File: config.mk
export PLATFORM = sky130hd
export DESIGN_NAME = web1_lp_seq_flat
export DESIGN_NICKNAME = d
export VERILOG_FILES = /design/src/rtl/web1_lp_seq_pkg.sv /design/src/rtl/web1_lp_seq_if.sv /design/src/rtl/web1_lp_settle_cnt.sv /design/src/rtl/web1_lp_seq.sv /design/src/flat_wrapper.sv
export SDC_FILE = /design/constraint.sdc
export NUM_CORES = 1
export LEC_CHECK = 0
export BUFFER_PORTS_ARGS = -buffer_cell sky130_fd_sc_hd__buf_4
export CAP_MARGIN = 10
export CORE_AREA = 2 2 52 54
export DETAILED_ROUTE_END_ITERATION = 10
export DIE_AREA = 0 0 54 56
export PLACE_DENSITY = 0.66
export SLEW_MARGIN = 20
export SYNTH_ARGS = -nofsm -noshare
export SYNTH_HDL_FRONTEND = slang
export SYNTH_HIERARCHICAL = 1
export SYNTH_SLANG_ARGS = --single-unit
File: constraint.sdc
create_clock -name clkclk -period 2.4 [get_ports clkclk]
set_input_delay 0.36 -clock clkclk [delete_from_list [all_inputs] [get_ports clkclk]]
set_output_delay 0.36 -clock clkclk [all_outputs]
set_load 0.02 [all_outputs]
File: src/rtl/web1_lp_seq_pkg.sv
// Shared types and default timing constants for the web1 low-power sequencer.
// Optional ack watchdog is enabled with WEB1_LP_SEQ_TIMEOUT_EN.
package web1_lp_seq_pkg;

   typedef enum logic [3:0] {
      ST_ACTIVE  = 4'd0,
      ST_ISO_ON  = 4'd1,
      ST_CLK_OFF = 4'd2,
      ST_PWR_DN  = 4'd3,
      ST_SLEEP   = 4'd4,
      ST_PWR_UP  = 4'd5,
      ST_CLK_ON  = 4'd6,
      ST_ISO_OFF = 4'd7,
      ST_CLEAR   = 4'd8
   } web1_lp_state_e;

   localparam int unsigned ISO_DLY_DEF  = 4;
   localparam int unsigned CLK_DLY_DEF  = 2;
   localparam int unsigned CNT_W_DEF    = 8;
   localparam int unsigned CLR_HOLD_DEF = 4;

   // Watchdog loads 4094 so the timeout fires on the 4095th cycle in the state.
   localparam int unsigned  WDOG_W    = 12;
   localparam logic [11:0]  WDOG_LOAD = 12'd4094;

endpackage

File: src/rtl/web1_lp_seq_if.sv
// Sequencer-to-web1/PMU signal bundle; master is the sequencer side.
// pmu_timeout exists only with WEB1_LP_SEQ_TIMEOUT_EN.
interface web1_lp_seq_if;

   logic       wake;
   logic       activate_low_pwr;
   logic       epu_enable;
   logic       pmu_pwr_ack;
   logic       pmu_pwr_req;
   logic       iso_en;
   logic       clk_gate_en;
   logic       clear_function;
   logic       lp_active;
   logic [3:0] lp_state;
`ifdef WEB1_LP_SEQ_TIMEOUT_EN
   logic       pmu_timeout;
`endif

   modport master (
`ifdef WEB1_LP_SEQ_TIMEOUT_EN
      output pmu_timeout,
`endif
      input  wake, activate_low_pwr, epu_enable, pmu_pwr_ack,
      output pmu_pwr_req, iso_en, clk_gate_en, clear_function, lp_active, lp_state
   );

   modport slave (
`ifdef WEB1_LP_SEQ_TIMEOUT_EN
      input  pmu_timeout,
`endif
      output wake, activate_low_pwr, epu_enable, pmu_pwr_ack,
      input  pmu_pwr_req, iso_en, clk_gate_en, clear_function, lp_active, lp_state
   );

endinterface

File: src/rtl/web1_lp_settle_cnt.sv
// Loadable saturating down-counter; zero is high while the count reads 0.
module web1_lp_settle_cnt #(
   parameter int unsigned W = 8
) (
   input  logic         clkclk,
   input  logic         sysreset,
   input  logic         load,
   input  logic [W-1:0] value,
   output logic         zero
);

   logic [W-1:0] cnt;

   always_ff @(posedge clkclk) begin
      if (sysreset)
         cnt <= '0;
      else if (load)
         cnt <= value;
      else if (cnt != '0)
         cnt <= cnt - 1'b1;
   end

   assign zero = (cnt == '0);

endmodule

File: src/rtl/web1_lp_seq.sv
// Low-power entry/exit sequencer: isolation, clock gate, PMU power handshake, event clear.
// WEB1_LP_SEQ_TIMEOUT_EN adds a 12-bit ack watchdog and sticky pmu_timeout.
module web1_lp_seq
   import web1_lp_seq_pkg::*;
#(
   parameter int unsigned ISO_DLY  = ISO_DLY_DEF,
   parameter int unsigned CLK_DLY  = CLK_DLY_DEF,
   parameter int unsigned CNT_W    = CNT_W_DEF,
   parameter int unsigned CLR_HOLD = CLR_HOLD_DEF
) (
   input  logic          clkclk,
   input  logic          sysreset,
   web1_lp_seq_if.master bus
);

   web1_lp_state_e state, next_state;
   logic             cnt_load, cnt_zero, timeout_hit;
   logic [CNT_W-1:0] cnt_value;
   logic             req_q, iso_q, gate_q, clr_q, act_q;

   always_comb begin
      next_state = state;
      case (state)
         ST_ACTIVE:  if (bus.activate_low_pwr && bus.epu_enable && !bus.wake) next_state = ST_ISO_ON;
         ST_ISO_ON:  if (bus.wake) next_state = ST_ISO_OFF;
                     else if (cnt_zero) next_state = ST_CLK_OFF;
         ST_CLK_OFF: if (bus.wake) next_state = ST_CLK_ON;
                     else if (cnt_zero) next_state = ST_PWR_DN;
         ST_PWR_DN:  if (bus.pmu_pwr_ack) next_state = ST_SLEEP;
                     else if (timeout_hit) next_state = ST_PWR_UP;
         ST_SLEEP:   if (bus.wake) next_state = ST_PWR_UP;
         ST_PWR_UP:  if (!bus.pmu_pwr_ack || timeout_hit) next_state = ST_CLK_ON;
         ST_CLK_ON:  if (cnt_zero) next_state = ST_ISO_OFF;
         ST_ISO_OFF: if (cnt_zero) next_state = ST_CLEAR;
         ST_CLEAR:   if (cnt_zero) next_state = ST_ACTIVE;
         default:    next_state = ST_ACTIVE;
      endcase
   end

   // Delay is loaded as DLY-1 on entry so the state lasts exactly DLY cycles.
   always_comb begin
      cnt_load  = (next_state != state);
      cnt_value = '0;
      case (next_state)
         ST_ISO_ON, ST_ISO_OFF: cnt_value = CNT_W'(ISO_DLY - 1);
         ST_CLK_OFF, ST_CLK_ON: cnt_value = CNT_W'(CLK_DLY - 1);
         ST_CLEAR:              cnt_value = CNT_W'(CLR_HOLD - 1);
         default:               cnt_value = '0;
      endcase
   end

   web1_lp_settle_cnt #(.W(CNT_W)) u_settle (
      .clkclk   (clkclk),
      .sysreset (sysreset),
      .load     (cnt_load),
      .value    (cnt_value),
      .zero     (cnt_zero)
   );

`ifdef WEB1_LP_SEQ_TIMEOUT_EN
   logic wd_zero, timeout_q;

   web1_lp_settle_cnt #(.W(WDOG_W)) u_wdog (
      .clkclk   (clkclk),
      .sysreset (sysreset),
      .load     (cnt_load),
      .value    (WDOG_LOAD),
      .zero     (wd_zero)
   );

   assign timeout_hit = wd_zero && ((state == ST_PWR_DN && !bus.pmu_pwr_ack) ||
                                    (state == ST_PWR_UP &&  bus.pmu_pwr_ack));

   always_ff @(posedge clkclk) begin
      if (sysreset) timeout_q <= 1'b0;
      else          timeout_q <= timeout_q | timeout_hit;
   end

   assign bus.pmu_timeout = timeout_q;
`else
   assign timeout_hit = 1'b0;
`endif

   // Outputs are registered from next_state so they change with the state register.
   always_ff @(posedge clkclk) begin
      if (sysreset) begin
         state  <= ST_ACTIVE;
         req_q  <= 1'b0;
         iso_q  <= 1'b0;
         gate_q <= 1'b0;
         clr_q  <= 1'b0;
         act_q  <= 1'b0;
      end else begin
         state  <= next_state;
         req_q  <= next_state inside {ST_PWR_DN, ST_SLEEP};
         iso_q  <= next_state inside {ST_ISO_ON, ST_CLK_OFF, ST_PWR_DN, ST_SLEEP, ST_PWR_UP, ST_CLK_ON};
         gate_q <= next_state inside {ST_CLK_OFF, ST_PWR_DN, ST_SLEEP, ST_PWR_UP};
         clr_q  <= (next_state == ST_CLEAR);
         act_q  <= (next_state != ST_ACTIVE);
      end
   end

   assign bus.pmu_pwr_req    = req_q;
   assign bus.iso_en         = iso_q;
   assign bus.clk_gate_en    = gate_q;
   assign bus.clear_function = clr_q;
   assign bus.lp_active      = act_q;
   assign bus.lp_state       = state;

endmodule

File: src/flat_wrapper.sv
// flat-port wrapper written by rule: the top's interface ports become plain ports
module web1_lp_seq_flat import web1_lp_seq_pkg::*;
#(
   parameter int unsigned ISO_DLY  = ISO_DLY_DEF,
   parameter int unsigned CLK_DLY  = CLK_DLY_DEF,
   parameter int unsigned CNT_W    = CNT_W_DEF,
   parameter int unsigned CLR_HOLD = CLR_HOLD_DEF
)
  (clkclk, sysreset, bus_wake, bus_activate_low_pwr, bus_epu_enable, bus_pmu_pwr_ack, bus_pmu_pwr_req, bus_iso_en, bus_clk_gate_en, bus_clear_function, bus_lp_active, bus_lp_state);
  web1_lp_seq_if bus_i ();
  input  logic clkclk;
  input  logic sysreset;
  input wire logic [$bits(bus_i.wake)-1:0] bus_wake;
  input wire logic [$bits(bus_i.activate_low_pwr)-1:0] bus_activate_low_pwr;
  input wire logic [$bits(bus_i.epu_enable)-1:0] bus_epu_enable;
  input wire logic [$bits(bus_i.pmu_pwr_ack)-1:0] bus_pmu_pwr_ack;
  output wire logic [$bits(bus_i.pmu_pwr_req)-1:0] bus_pmu_pwr_req;
  output wire logic [$bits(bus_i.iso_en)-1:0] bus_iso_en;
  output wire logic [$bits(bus_i.clk_gate_en)-1:0] bus_clk_gate_en;
  output wire logic [$bits(bus_i.clear_function)-1:0] bus_clear_function;
  output wire logic [$bits(bus_i.lp_active)-1:0] bus_lp_active;
  output wire logic [$bits(bus_i.lp_state)-1:0] bus_lp_state;
  assign bus_i.wake = bus_wake;
  assign bus_i.activate_low_pwr = bus_activate_low_pwr;
  assign bus_i.epu_enable = bus_epu_enable;
  assign bus_i.pmu_pwr_ack = bus_pmu_pwr_ack;
  assign bus_pmu_pwr_req = bus_i.pmu_pwr_req;
  assign bus_iso_en = bus_i.iso_en;
  assign bus_clk_gate_en = bus_i.clk_gate_en;
  assign bus_clear_function = bus_i.clear_function;
  assign bus_lp_active = bus_i.lp_active;
  assign bus_lp_state = bus_i.lp_state;
  web1_lp_seq #(.ISO_DLY(ISO_DLY), .CLK_DLY(CLK_DLY), .CNT_W(CNT_W), .CLR_HOLD(CLR_HOLD)) u_core (.clkclk(clkclk), .sysreset(sysreset), .bus(bus_i));
endmodule
==> results of run 1 <==
[cell usage after synthesis (2+ instances only)]
master / n
a211oi_1: 2
a21oi_1: 5
a311oi_1: 2
a31oi_1: 2
buf_2: 3
clkbuf_1: 2
dfxtp_1: 17
inv_1: 6
mux2i_1: 2
nand2_1: 13
nand2b_1: 2
nand3_1: 2
nor2_1: 11
nor2b_1: 3
nor3_1: 8
o21ai_0: 4
o32ai_1: 4
xnor2_1: 4
xor2_1: 3
[flip-flops by register name (all words and copies together) (netlist names)]
register / count
u_core/bus.clk_gate_en: 1
u_core/bus.lp_active: 1
u_core/u_settle/cnt: 8
u_core/bus.iso_en: 1
u_core/bus.lp_state: 4
u_core/bus.clear_function: 1
u_core/bus.pmu_pwr_req: 1
[cell type report]
class | instances | area (um^2) | share of cell area
Inverter | 7 | 26.3 | 0.0171
Tap cell | 30 | 37.5 | 0.0245
Sequential cell | 17 | 347 | 0.226
Clock buffer | 3 | 22.5 | 0.0147
Timing Repair Buffer | 44 | 334 | 0.218
Multi-Input combinational cell | 97 | 762 | 0.497
Clock inverter | 1 | 5.00 | 0.00326
[power by group through the flow]
stage	clock, mW	sequential [mW]	combinational (mW)
final	0.151	0.472	1.70
after global routing	0.167	0.482	1.83
after CTS	0.159	0.464	1.52
after detailed placement	0	0.471	1.39
after global placement	0	0.468	1.35
after floorplan	0	0.513	0.893
[logic make-up after synthesis]
| group | Yosys count | synth area share |
|---|---|---|
| adders and majority gates | 1 | 0.0119 |
| DFF | 17 | 0.323 |
| AOI/OAI and AO/OA | 31 | 0.257 |
| muxes | 2 | 0.0190 |
| xor gates and xnor gates | 7 | 0.0581 |
| and+or+nand+nor | 50 | 0.260 |
| buffers and inverters | 15 | 0.0676 |
| other | 1 | 0.00356 |
[critical path: stages (launching register included)]
cell	delay (ns)
dfxtp_2	0.35
nor4_4	0.29
and4bb_4	0.33
nand2_4	0.08
nand2_4	0.08
a2111oi_4	0.07
a311oi_4	0.34
xor2_1	0.21
o21ai_2	0.12
or4_4	0.50
o211ai_2	0.07
[timing repair]
action                                  CTS  global route
gates cloned                              0             0
endpoints found under the setup margin    9            10
resized for setup                         8            11
pin swaps                                10             5
setup buffers                             4             2
[worst max path at each step]
stage	end	slack, ns	from	depth (start not counted)
after floorplan	u_core/u_settle/cnt[0]	-0.16	u_core/u_settle/cnt[2]	11
after global placement	u_core/u_settle/cnt[0]	-0.11	u_core/u_settle/cnt[2]	10
after detailed placement	u_core/u_settle/cnt[4]	-0.18	u_core/u_settle/cnt[2]	10
after CTS	u_core/u_settle/cnt[0]	-0.08	u_core/u_settle/cnt[2]	10
after global routing	u_core/u_settle/cnt[0]	-0.17	u_core/u_settle/cnt[3]	10
final	u_core/u_settle/cnt[0]	-0.10	u_core/u_settle/cnt[3]	10
[layer usage]
metal / part of all wire / vias up / track usage
met5: 0 / - / 0
met4: 0.023 / 0 / 0.100
met3: 0.032 / 8 / 0.0215
met2: 0.51 / 28 / 0.314
met1: 0.44 / 497 / 0.244
li1: - / 531 / -
[metrics by stage]
step | util | TNS, ns | setup WS (ns) | area (um^2) | hold slack, ns
after floorplan | - | -0.796 | -0.164 | 1090 | 0.568
after global placement | 0.563 | -0.514 | -0.109 | 1370 | 0.605
after detailed placement | 0.563 | -1.13 | -0.179 | 1370 | 0.637
after CTS | 0.602 | -0.146 | -0.0752 | 1460 | 0.389
after global routing | 0.631 | -1.16 | -0.171 | 1530 | 0.416
final | 0.631 | -0.285 | -0.103 | 1530 | 0.415
==> metrics.yaml, run 1 <==
outcome:
  status: "complete, but fails checks"
  failed_checks: "negative setup slack"
logic_synthesis:
  synth_top_cell_by_area: "dfxtp_1"
  synth.avg_cell_area_um2: 8.51
  ys_ff_latch: 17
  synth_cell_types: 48
  syn_inst: 124
  yosysSeqAreaShare: 0.323
  synth-edff-count: 0
  yosys_warnings: 6
  ys_async_sr_fraction: 0
  ys_top_cells_by_area: "dfxtp_1 (32%), nand2_1 (4.6%), nor2_1 (3.9%)"
  synth_top_area_share: 0.323
  synth_top_flop_cell: "dfxtp_1"
  synthesis.area_um2: 1050
pwr:
  p_sw_mw: 1.02
  total_power_mw: 2.32
  power_frac_seq: 0.204
  powerDensity_nw_per_um2: 1510
  p_int_mw: 1.30
  power_frac_comb: 0.731
  leakagePower_nw: 0.654
  power_frac_clock: 0.065
  ir_drop_mv: 0.868
  switching_share: 0.440
worst_hold_path:
  whs_endpoint: "u_core/bus.iso_en"
  worstHoldStart: "sysreset"
  whs_path_depth: 2
  hp-class: "in2reg"
clock_network:
  clk_pin_slew_ns: 0.10
  clk_latency_ns: 0.29
  cts-htree-levels: 1
  root_buffer: "clkbuf_4"
  clock_path_buffers: 2
  cts_sinks: 17
  cts-buffers-inserted: 3
  cts_tree: "done"
  hold_buffers: 0
die:
  die_y_um: 56
  core-area_um2: 2430
  ios: 15
  initial_core_util: 0.434
  die_w_um: 54
  rows: 18
  die_area_um2: 3020
setup_path:
  rrSetupSlack_ns: -0.10
  cp-end-kind: "flip-flop"
  cp.required_ns: 2.61
  startpoint_type: "flip-flop"
  r2r-start: "u_core/u_settle/cnt[3]"
  worstSetupPathType: "reg2reg"
  arrival_ns: 2.72
  worstReg2RegEnd: "u_core/u_settle/cnt[0]"
  crit_fanout: 5
  r2r_cells: 10
placed_design:
  gp_congestion: 0.857
  dp.cells: 189
  io_buffers: 14
  detailed_place_hpwl_mm: 1.83
cells_and_area:
  syn_to_final_growth_pct: 45.4
  drive_gt1_frac: 0.444
  n_fill_cell: 199
  final_common_cell: "buf_4"
  most-common-layout-cells: "buf_4 (43), dfxtp_1 (14), nand2_1 (12)"
  layout.cells.non_filler: 199
  antenna_cells: 0
  finalNetCount: 177
routing:
  drt_pass1_iterations: 4
  via_per_inst: 5.35
  drtAntennaViolNets: 0
  via_count: 1064
  drt_iter0_drc: 27
  wirelength_mm: 2.82
  drc: 0
  post_drt_wl_per_cell_um: 14.2
timing:
  fin_crit_sh: 1.04
  max_freq_ghz: 0.400
  setup_ws_ns: -0.103
  fin_crit_ns: 2.50
  hold_violations: 0
  grt_setup_unrepaired: "true"
  finalSetupViolCount: 6
  slew_violations: 0
  finClkSkew_ns: 0.00415
global_routing:
  antenna_found_initial: 0
  grt_max_degree: 21
  grt_use_total: 0.193
  grt_pass1_wl_mm: 4.50
  grt_pass1_vias: 1042
  grt_overflow: 0
job:
  maxCapViolations: 0
Note: power is estimated with default switching activity, not from simulation.
==> run 2, diff against run 1 <==
Settings changed: CTS_CLUSTER_SIZE from default to 20, MAX_ROUTING_LAYER from default to met4.
==> metrics.yaml, run 2 (same netlist as run 1, synthesis figures left out) <==
setup_path:
  arrival_ns: 2.72  # about the same
  rrSetupSlack_ns: -0.10  # about the same
  startpoint_type: "flip-flop"  # unchanged
  worstSetupPathType: "reg2reg"  # unchanged
  r2r_cells: 10  # unchanged
  cp-end-kind: "flip-flop"  # unchanged
  cp.required_ns: 2.61  # about the same
  crit_fanout: 5  # unchanged
global_routing:
  grt_overflow: 0  # unchanged
  antenna_found_initial: 0  # unchanged
  grt_pass1_vias: 1042  # unchanged
  top_usage_layer: "met2"  # unchanged
  grtUsageMet2: 0.314  # unchanged
  met3_usage: 0.0215  # unchanged
  grt_pass1_wl_mm: 4.50  # unchanged
  grt_use_total: 0.198  # was 0.193
  gr-usage-met1: 0.244  # unchanged
  grt_max_degree: 21  # unchanged
routing:
  drt_pass1_iterations: 4  # unchanged
  via_per_inst: 5.34  # was 5.35
  post_drt_wl_per_cell_um: 14.2  # about the same
  drc: 0  # unchanged
  wirelength_mm: 2.82  # about the same
  drtAntennaViolNets: 0  # unchanged
  drt_iter0_drc: 27  # unchanged
  via_count: 1062  # was 1064
cells_and_area:
  antenna_cells: 0  # unchanged
  final_common_cell: "buf_4"  # unchanged
  largest_reg_flops: 8  # unchanged
  top_register: "u_core/u_settle/cnt"  # unchanged
  most-common-layout-cells: "buf_4 (43), dfxtp_1 (14), nand2_1 (12)"  # unchanged
  syn_to_final_growth_pct: 45.4  # unchanged
  drive_gt1_frac: 0.444  # unchanged
  finalNetCount: 177  # unchanged
timing:
  grt_setup_unrepaired: "true"  # unchanged
  fin_crit_sh: 1.04  # about the same
  finClkSkew_ns: 0.00406  # was 0.00415 ns
  max_freq_ghz: 0.400  # about the same
  hold_violations: 0  # unchanged
  setup_ws_ns: -0.103  # about the same
  finalSetupViolCount: 6  # unchanged
  fin_crit_ns: 2.50  # about the same
  slew_violations: 0  # unchanged
  holdWs_ns: 0.416  # was 0.415 ns
clock_network:
  clk_latency_ns: 0.29  # about the same
  cts-htree-levels: 1  # unchanged
  cts-buffers-inserted: 3  # unchanged
  root_buffer: "clkbuf_4"  # unchanged
  clk_pin_slew_ns: 0.10  # about the same
  clock_path_buffers: 2  # unchanged
  cts_tree: "done"  # unchanged
  cts_sinks: 17  # unchanged
  hold_buffers: 0  # unchanged
die:
  core-area_um2: 2430  # unchanged
  rows: 18  # unchanged
  initial_core_util: 0.434  # unchanged
  die_area_um2: 3020  # unchanged
  ios: 15  # unchanged
  die_w_um: 54  # unchanged
  die_y_um: 56  # unchanged
outcome:
  failed_checks: "negative setup slack"  # unchanged
  status: "complete, but fails checks"  # unchanged
pwr:
  ir_drop_mv: 0.868  # about the same
  total_power_mw: 2.32  # about the same
  powerDensity_nw_per_um2: 1510  # about the same
  leakagePower_nw: 0.654  # unchanged
worst_hold_path:
  whs_path_depth: 2  # unchanged
  hp-class: "in2reg"  # unchanged
placed_design:
  io_buffers: 14  # unchanged
  gp_congestion: 0.871  # was 0.857
  detailed_place_hpwl_mm: 1.83  # unchanged
job:
  maxCapViolations: 0  # unchanged
## run 2: cell counts in the layout (fill, tap and decap cells not counted)
No cell type changed its count.
## run 2: area by class of cell
| type | count | area, um^2 |
|---|---|---|
| Fill cell | 199 | 898 |
| Multi-Input combinational cell | 97 | 762 |
| Sequential cell | 17 | 347 |
| Timing Repair Buffer | 44 | 334 |
| Tap cell | 30 | 37.5 |
| Inverter | 7 | 26.3 |
| Clock buffer | 3 | 22.5 |
| Clock inverter | 1 | 5.00 |
## run 2: report_power, final
part           switching (mW)  internal [mW]  leakage, nW
Clock                  0.0889         0.0619       0.0177
Sequential             0.0867          0.385        0.141
Combinational           0.844          0.852        0.495
## run 2: worst paths after layout
check	start	endpoint
min reg2reg	u_core/u_settle/cnt[6]	u_core/u_settle/cnt[6]
max	u_core/u_settle/cnt[3]	u_core/u_settle/cnt[0]
max reg2reg	u_core/u_settle/cnt[3]	u_core/u_settle/cnt[0]
min	sysreset	u_core/bus.iso_en
## run 2: critical path: stages (launching register included)
cell,delay (ns)
dfxtp_2,0.35
nor4_4,0.29
and4bb_4,0.33
nand2_4,0.08
nand2_4,0.08
a2111oi_4,0.07
a311oi_4,0.34
xor2_1,0.21
o21ai_2,0.12
or4_4,0.50
o211ai_2,0.07
## run 2: timing repair
item / 4_1_cts / 5_1_grt
buffers inserted: 4 / 2
cloned: 0 / 0
gates resized for setup: 8 / 11
endpoints found under the setup margin: 9 / 10
pin swaps: 10 / 5
## run 2: stage by stage
step | setup slack (ns) | util | setup TNS, ns | instance area (um^2) | cells
floorplan | -0.164 | - | -0.796 | 1090 | 129
global placement | -0.109 | 0.563 | -0.514 | 1370 | 189
detailed placement | -0.179 | 0.563 | -1.13 | 1370 | 189
CTS | -0.0752 | 0.602 | -0.146 | 1460 | 197
global route | -0.171 | 0.631 | -1.16 | 1530 | 199
finish | -0.103 | 0.631 | -0.280 | 1530 | 199
## run 2: layer usage
metal | share of wire | up-vias
met5 | 0 | -
met4 | 0.023 | 0
met3 | 0.032 | 8
met2 | 0.51 | 28
met1 | 0.44 | 495
li1 | - | 531
==> run 3, diff against run 2 <==
Settings changed: CORE_AREA 2 2 52 54 to 2 2 50 56, DIE_AREA 0 0 54 56 to 0 0 52 58.
==> metrics.yaml, run 3 (same netlist as run 1, synthesis figures left out) <==
global_routing:
  grt_use_total: 0.190  # was 0.198
  grt_max_degree: 21  # unchanged
  antenna_found_initial: 0  # unchanged
  grt_overflow: 0  # unchanged
  grt_pass1_wl_mm: 4.25  # was 4.50 mm
  grt_pass1_vias: 967  # was 1042
routing:
  drt_pass1_iterations: 4  # unchanged
  drtAntennaViolNets: 0  # unchanged
  drt_iter0_drc: 22  # was 27
  post_drt_wl_per_cell_um: 12.9  # was 14.2 um
  via_per_inst: 5.25  # was 5.34
  via_count: 1034  # was 1062
  wirelength_mm: 2.53  # was 2.82 mm
  drc: 0  # unchanged
clock_network:
  root_buffer: "clkbuf_4"  # unchanged
  cts-buffers-inserted: 3  # unchanged
  cts-htree-levels: 1  # unchanged
  clk_pin_slew_ns: 0.10  # about the same
  clk_latency_ns: 0.28  # was 0.29 ns
  cts_tree: "done"  # unchanged
  hold_buffers: 0  # unchanged
  clock_path_buffers: 2  # unchanged
  cts_sinks: 17  # unchanged
timing:
  grt_setup_unrepaired: "true"  # unchanged
  fin_crit_ns: 2.48  # was 2.50 ns
  holdWs_ns: 0.420  # was 0.416 ns
  slew_violations: 0  # unchanged
  finalSetupViolCount: 5  # was 6
  finClkSkew_ns: 0.00504  # was 0.00406 ns
  setup_ws_ns: -0.0842  # was -0.103 ns
  hold_violations: 0  # unchanged
  max_freq_ghz: 0.403  # was 0.400 GHz
  fin_crit_sh: 1.04  # about the same
setup_path:
  crit_fanout: 5  # unchanged
  startpoint_type: "flip-flop"  # unchanged
  critPathMaxStageDelay_ns: 0.51  # was 0.50 ns
  crit_top_cell: "nand2_2"  # was nand2_4
  cpMaxStageDelayCell: "or4_4"  # unchanged
  cp.required_ns: 2.62  # was 2.61 ns
  cp-end-kind: "flip-flop"  # unchanged
  crit_buf_inv: 0  # unchanged
  path_cells: "nor4_4 -> and4bb_2 -> nand2_2 -> nand2_2 -> a2111oi_4 -> a311oi_4 -> xor2_1 -> o21ai_2 -> or4_4 -> o211ai_2"  # was nor4_4 -> and4bb_4 -> nand2_4 -> nand2_4 -> a2111oi_4 -> a311oi_4 -> xor2_1 -> o21ai_2 -> or4_4 -> o211ai_2
  worstSetupPathType: "reg2reg"  # unchanged
  arrival_ns: 2.70  # was 2.72 ns
  crit_family: "simple AND/OR/NAND/NOR gates"  # unchanged
pwr:
  power_frac_clock: 0.066  # was 0.065
  leakagePower_nw: 0.627  # was 0.654 nW
  ir_drop_mv: 0.963  # was 0.868 mV
  p_int_mw: 1.27  # was 1.30 mW
  switching_share: 0.435  # was 0.440
  power_frac_comb: 0.723  # was 0.731
  powerDensity_nw_per_um2: 1510  # about the same
  power_frac_seq: 0.211  # was 0.204
  total_power_mw: 2.25  # was 2.32 mW
  p_sw_uw: 978  # was 1.02 mW
placed_design:
  placed_area_um2: 1360  # was 1370 um^2
  dp.cells: 188  # was 189
  gp_congestion: 0.833  # was 0.871
  detailed_place_hpwl_mm: 1.77  # was 1.83 mm
  io_buffers: 14  # unchanged
cells_and_area:
  syn_to_final_growth_pct: 41.6  # was 45.4%
  multi_input_area_um2: 743  # was 762 um^2
  n_fill_cell: 223  # was 199
  ff_latch_area_um2: 347  # unchanged
  largest_reg_flops: 8  # unchanged
  most-common-layout-cells: "buf_4 (40), dfxtp_1 (14), nand2_1 (12)"  # was buf_4 (43), dfxtp_1 (14), nand2_1 (12)
  finalNetCount: 174  # was 177
  final_common_cell: "buf_4"  # unchanged
  drive_gt1_frac: 0.440  # was 0.444
  antenna_cells: 0  # unchanged
  layout.cells.non_filler: 197  # was 199
  stdcell_area_um2: 1490  # was 1530 um^2
  top_register: "u_core/u_settle/cnt"  # unchanged
  final_core_util: 0.610  # was 0.631
outcome:
  failed_checks: "negative setup slack"  # unchanged
  status: "complete, but fails checks"  # unchanged
die:
  rows: 19  # was 18
  die_area_um2: 3020  # about the same
  die_y_um: 58  # was 56 um
  initial_core_util: 0.431  # was 0.434
  ios: 15  # unchanged
  core-area_um2: 2450  # was 2430 um^2
  die_w_um: 52  # was 54 um
job:
  maxCapViolations: 0  # unchanged
worst_hold_path:
  hp-class: "in2reg"  # unchanged
## run 3: cell types whose count changed in the layout (fill, tap and decap cells not counted), sizes merged
cell	change
buf	-3
## run 3: repair_timing
item | 4_1_cts | 5_1_grt
hold endpoints to repair | 0 | 0
cloned | 0 | 0
pin swaps | 8 | 3
setup buffers | 4 | 1
resized for setup | 9 | 9
setup endpoints to repair | 9 | 10
## run 3: layout make-up
cell class | count | share of cell area
Multi-Input combinational cell | 97 | 0.497
Sequential cell | 17 | 0.232
Timing Repair Buffer | 41 | 0.209
Tap cell | 31 | 0.0260
Inverter | 7 | 0.0176
Clock buffer | 3 | 0.0151
Clock inverter | 1 | 0.00335
## run 3: stage by stage
stage	TNS (ns)	worst slack, ns
after floorplan	-0.796	-0.164
after global placement	-0.228	-0.0695
after detailed placement	-0.965	-0.154
after CTS	-0.103	-0.0610
after global routing	-1.22	-0.208
final	-0.198	-0.0842
## run 3: path summary, 6_finish.rpt
kind	from	end	slack, ns	depth (start not counted)
max	u_core/u_settle/cnt[3]	u_core/u_settle/cnt[0]	-0.08	10
min	sysreset	u_core/bus.lp_state[0]	0.42	2
max reg2reg	u_core/u_settle/cnt[3]	u_core/u_settle/cnt[0]	-0.08	10
min reg2reg	u_core/u_settle/cnt[0]	u_core/u_settle/cnt[0]	0.64	4
## run 3: power by group through the flow
stage / Sequential, mW / Combinational [mW] / Clock, mW
detailed placement: 0.477 / 1.35 / 0
global route: 0.489 / 1.77 / 0.169
CTS: 0.472 / 1.48 / 0.153
global placement: 0.473 / 1.33 / 0
finish: 0.476 / 1.63 / 0.148
floorplan: 0.513 / 0.893 / 0
## run 3: per-layer routing
metal	track usage	part of all wire	vias to the layer above
met5	-	0	-
met4	0.0489	0.017	0
met3	0.0155	0.030	4
met2	0.300	0.49	20
met1	0.261	0.46	492
li1	-	-	518
